File: config.mk
export PLATFORM = sky130hd
export DESIGN_NAME = reg_file
export DESIGN_NICKNAME = d
export VERILOG_FILES = /design/src/rtl/reg_file_pkg.sv /design/src/rtl/reg_file_rd_port.sv /design/src/rtl/reg_file.sv
export SDC_FILE = /design/constraint.sdc
export NUM_CORES = 2
export LEC_CHECK = 0
export BUFFER_PORTS_ARGS = -buffer_cell sky130_fd_sc_hd__buf_2
export CAP_MARGIN = 10
export CORE_MARGIN = 2
export CORE_UTILIZATION = 55
export DETAILED_ROUTE_END_ITERATION = 10
export HOLD_SLACK_MARGIN = 0.15
export MAX_ROUTING_LAYER = met4
export PLACE_DENSITY = 0.71
export SETUP_SLACK_MARGIN = 0.4
export SYNTH_ARGS = -nofsm -noshare
export SYNTH_HDL_FRONTEND = slang
export SYNTH_HIERARCHICAL = 1
export SYNTH_SLANG_ARGS = --single-unit
export TNS_END_PERCENT = 30
File: constraint.sdc
create_clock -name CLK -period 2 [get_ports CLK]
set_input_delay 0 -clock CLK [delete_from_list [all_inputs] [get_ports CLK]]
set_output_delay 0 -clock CLK [all_outputs]
set_load 0.1 [all_outputs]
File: src/rtl/reg_file_pkg.sv
// ---------------------------------------------------------------------------
// reg_file_pkg
//   Shared constants for the integer register file. Decode and hazard logic
//   import the same package so register indices and widths stay consistent.
//   XLEN       : integer register / datapath width
//   REG_ADDR_W : register index width
//   NUM_REGS   : number of architectural integer registers
//   ZERO_REG   : index of the hardwired-zero register x0
// ---------------------------------------------------------------------------
package reg_file_pkg;
    localparam int XLEN       = 32;
    localparam int REG_ADDR_W = 5;
    localparam int NUM_REGS   = 2 ** REG_ADDR_W;
    localparam int ZERO_REG   = 0;
endpackage : reg_file_pkg

File: src/rtl/reg_file_rd_port.sv
// ---------------------------------------------------------------------------
// reg_file_rd_port
//   One combinational read port. Selects an entry from the flattened register
//   array and forces index x0 to zero, so x0 reads 0 even before the first
//   reset has cleared the storage.
//   regs_i : all register contents, entry n at regs_i[n]
//   sel_i  : register index to read
//   data_o : contents of register sel_i (0 when sel_i selects x0)
// ---------------------------------------------------------------------------
module reg_file_rd_port
    import reg_file_pkg::*;
#(
    parameter int ADDR_WIDTH = REG_ADDR_W,
    parameter int DATA_WIDTH = XLEN
) (
    input  logic [2**ADDR_WIDTH-1:0][DATA_WIDTH-1:0] regs_i,
    input  logic [ADDR_WIDTH-1:0]                    sel_i,
    output logic [DATA_WIDTH-1:0]                    data_o
);
    assign data_o = (sel_i == ADDR_WIDTH'(ZERO_REG)) ? '0 : regs_i[sel_i];
endmodule : reg_file_rd_port

File: src/rtl/reg_file.sv
// ---------------------------------------------------------------------------
// reg_file
//   32-entry integer register file: two combinational read ports (rs1, rs2)
//   and one clocked write port (rd). x0 is hardwired to zero. No write-to-read
//   bypass: a read in the writing cycle returns the old value; forwarding is
//   done by the pipeline.
//   CLK       : clock, all state updates on the rising edge
//   RESET     : synchronous active-high reset, clears all registers, beats WEN
//   WEN       : writeback enable
//   RS1_SEL   : read port 1 index      -> SRC1_DOUT
//   RS2_SEL   : read port 2 index      -> SRC2_DOUT
//   RD_SEL    : write index (x0 writes are discarded)
//   WB_DATA   : write data
// ---------------------------------------------------------------------------
module reg_file
    import reg_file_pkg::*;
#(
    parameter int ADDR_WIDTH = REG_ADDR_W,
    parameter int DATA_WIDTH = XLEN
) (
    input  logic                  CLK,
    input  logic                  RESET,
    input  logic                  WEN,
    input  logic [ADDR_WIDTH-1:0] RS1_SEL,
    input  logic [ADDR_WIDTH-1:0] RS2_SEL,
    input  logic [ADDR_WIDTH-1:0] RD_SEL,
    input  logic [DATA_WIDTH-1:0] WB_DATA,
    output logic [DATA_WIDTH-1:0] SRC1_DOUT,
    output logic [DATA_WIDTH-1:0] SRC2_DOUT
);
    localparam int DEPTH = 2 ** ADDR_WIDTH;

    logic [DEPTH-1:0][DATA_WIDTH-1:0] regs_q, regs_d;
    logic                             wr_en;

    // x0 is never written, so its storage only ever holds the reset value.
    assign wr_en = WEN && (RD_SEL != ADDR_WIDTH'(ZERO_REG));

    always_comb begin
        regs_d = regs_q;
        if (wr_en) begin
            regs_d[RD_SEL] = WB_DATA;
        end
    end

    always_ff @(posedge CLK) begin
        if (RESET) begin
            regs_q <= '0;
        end else begin
            regs_q <= regs_d;
        end
    end

    reg_file_rd_port #(
        .ADDR_WIDTH (ADDR_WIDTH),
        .DATA_WIDTH (DATA_WIDTH)
    ) u_rd_port1 (
        .regs_i (regs_q),
        .sel_i  (RS1_SEL),
        .data_o (SRC1_DOUT)
    );

    reg_file_rd_port #(
        .ADDR_WIDTH (ADDR_WIDTH),
        .DATA_WIDTH (DATA_WIDTH)
    ) u_rd_port2 (
        .regs_i (regs_q),
        .sel_i  (RS2_SEL),
        .data_o (SRC2_DOUT)
    );
endmodule : reg_file

==> results_dict.tcl <==
set metrics [dict create \
    status "finished with violations" \
    failed_checks "setup timing" \
    ys_warn_count 6 \
    final_nets 4974 \
    drc 0 \
    endpoint_kind "output port" \
    rr_endpoint "regs_q[705]" \
    overflow 0 \
    synthTopCellsByCount "mux2i_1 (1120), nand2b_1 (1026), dfxtp_1 (1024), mux4_2 (448), clkbuf_1 (257)" \
    die_h_um 322 \
    synth_edf_count 0 \
    hp-class "input port to flop" \
    synth_top_family_by_area "multiplexers" \
    startpoint "regs_q[719]" \
    instances_no_fill 6372 \
    crit_buf_inv 1 \
    min_period_ns 2.46 \
    cts_buffer_depth 3 \
    synth_cell_types 35 \
    portBuffers 113 \
    synthMuxAreaShare_pct 39.5 \
    cts.sinks 1024 \
    r2r_cells 3 \
    skew_ns 0 \
    slew_headroom_pct 7.37 \
    hold_viol 0 \
    slowest_delay_ns 0.66 \
    synth-simple-area-share_pct 13.5 \
    fp.dieW_um 322 \
    clkTransAtPathRegs_ns 0.06 \
    cp_cell_sequence "mux2i_1 -> a221oi_2 -> o21ai_2 -> a311oi_4 -> buf_12" \
    reg_top3 "regs_q: 1024 flops" \
    drv_slew 0 \
    powerDensity_nw_per_um2 720 \
    post-route-period-util_pct 123 \
    yosys.area.top_type "dfxtp_1" \
    setup_viol 64 \
    diodes 0 \
    worst_slew_pin_slew_ns 1.39 \
    syn-instance-count 4760 \
    start_util_pct 55.6 \
    ant_nets 0 \
    synth.net_count 4810 \
    synth_compound_area_share_pct 4.80 \
    ys.flop_type "dfxtp_1" \
    grt_pass1_wl_um 270000 \
    die_area_um2 104000 \
    post-dp-hpwl_um 112000 \
    final_layout_size_suffix_gt1_share_pct 32.8 \
    worst_path_max_delay_cell "a311oi_4" \
    synth.area.top_cells "dfxtp_1 (37%), mux2i_1 (20%), mux4_2 (18%)" \
    routed_wl_um 181000 \
    top_register "regs_q" \
    area_delta_synth_final_pct 20.5 \
    r2r_start "regs_q[705]" \
    viasPerCell 6.42 \
    grt_start_max_net_pins 142 \
    dp_cells 6125 \
    timing.final.ws_setup_ns -0.456 \
    antenna_found_initial 0 \
    crit_type "flop to output port" \
    critical_path_required_ns 2.00 \
    cp_top_family "compound AO/OA/AOI/OAI gates" \
    synth_seq_cells 1024 \
    rsz0062_at_grt "yes" \
    tritoncts "done" \
    dr.pass1.iters 5 \
    cap_violations 0 \
    cts_root_buf "clkbuf_16" \
    hp-start "WB_DATA[14]" \
    ir_drop_mv 0.754 \
    clk-insertion-delay-late_ns 0.69 \
    fmax_mhz 407 \
    io_pins 114 \
    synth_fa_ha_area_share_pct 0 \
    syn_area_um2 55800 \
    whs_ns 0.384 \
    wl_per_cell_um 28.3 \
    largest_reg_flops 1024 \
    track_usage_pct 35.7 \
    syn_avg_cell_area_um2 11.7 \
    async_reset_ff_share_pct 0 \
    htree_levels 3 \
    coreArea_um2 100000 \
    crit_fanout 2 \
    yosysMostFrequentCell "mux2i_1" \
    gp_congestion 0.866 \
    drt_iter0_markers 3723 \
    fillerInstances 7254 \
    whs_path_depth 5 \
    cts_buffers 111 \
    arrival_ns 2.46 \
    holdPathEnd "regs_q[78]" \
    start_kind "flop" \
    grt_pass1_vias 41400 \
    synth_seq_area_share_pct 36.8 \
    row_count 116 \
    synth_xor_area_share_pct 0 \
    r2r_slack_ns 1.27 \
    p_leak_uw 0.0300 \
    synth_top_area_share_pct 36.8 \
    via_count 40900 \
]
==> worst register-to-register path, stage by stage, from the launching register on <==
cell and delay, ns:
dfxtp_2 0.33, buf_4 0.13, nand2b_1 0.06, mux2i_1 0.06
==> report_power, final <==
group	internal, uW	total (uW)	switching [uW]
logic	2580	6380	3800
clock network	12600	21300	8700
registers	20500	20700	109
total	35700	48400	12600
==> placed cells by master, fill, tap and decap left out, drive strengths merged, types with 2 or more instances in the layout <==
| cell | n |
|---|---|
| o2111ai | 16 |
| and2 | 4 |
| or4 | 2 |
| mux4 | 448 |
| clkinvlp | 4 |
| nand2b | 1026 |
| nand2 | 62 |
| or2 | 2 |
| nor2 | 7 |
| clkinv | 22 |
| and4bb | 3 |
| a221oi | 48 |
| a311oi | 64 |
| dfxtp | 1024 |
| nor2b | 102 |
| a22oi | 64 |
| o21ai | 112 |
| bufinv | 9 |
| mux2 | 64 |
| clkbuf | 169 |
| and4b | 3 |
| a211oi | 64 |
| mux2i | 1120 |
| buf | 533 |
| inv | 2 |
| dlygate4sd3 | 39 |
==> routing by layer <==
layer	track usage, %	wire length [um]	up-vias
met5	-	0	-
met4	15.8	8750	0
met3	4.86	13100	430
met2	55.1	84000	1718
met1	47.0	74600	21000
li1	-	-	17700
==> kinds of logic after synthesis <==
group,count (synthesis)
buffers and inverters,523
AND/OR/NAND/NOR,1213
multiplexers,1632
flip-flops,1024
AO/OA/AOI/OAI,368
==> worst max-delay path by stage <==
stage                    end  cells past startpoint
6_report       SRC2_DOUT[15]                      5
5_1_grt        SRC2_DOUT[15]                      5
4_1_cts        SRC2_DOUT[15]                      5
3_5_place_dp   SRC2_DOUT[11]                      9
3_3_place_gp   SRC2_DOUT[11]                      9
2_1_floorplan  SRC1_DOUT[28]                      7
==> timing repair <==
| action | in CTS | in global routing |
|---|---|---|
| endpoints found under the setup margin | 64 | 64 |
| pin swaps | 85 | 47 |
| resized for setup | 321 | 120 |
| endpoints found under the hold margin | 1020 | 0 |
| setup buffers | 4 | 0 |
| hold buffers | 39 | 0 |
==> layout make-up <==
class | instances | area, um^2 | area share, %
clock inverters | 35 | 414 | 0.616
clock buffers | 169 | 3350 | 4.98
multi-input cells | 3213 | 34800 | 51.7
inverters | 2 | 12.5 | 0.0186
flip-flops and latches | 1024 | 20600 | 30.7
repair buffers | 572 | 6360 | 9.47
well taps | 1357 | 1700 | 2.53
==> per-stage QoR <==
step                      instance area [um^2]  setup TNS (ns)  setup WS [ns]  total power, uW  util [%]
after global placement                   61300           -2.13         -0.228            26900      61.2
after CTS                                66700          -18.93         -0.451            48400      66.6
after detailed placement                 61300           -2.83         -0.221            27000      61.2
after global routing                     67200          -19.95         -0.467            49500      67.0
final                                    67200          -17.23         -0.456            48400      67.0
after floorplan                          57000               0          0.106            24900         -
No activity file was read; power rests on OpenSTA's default activity.
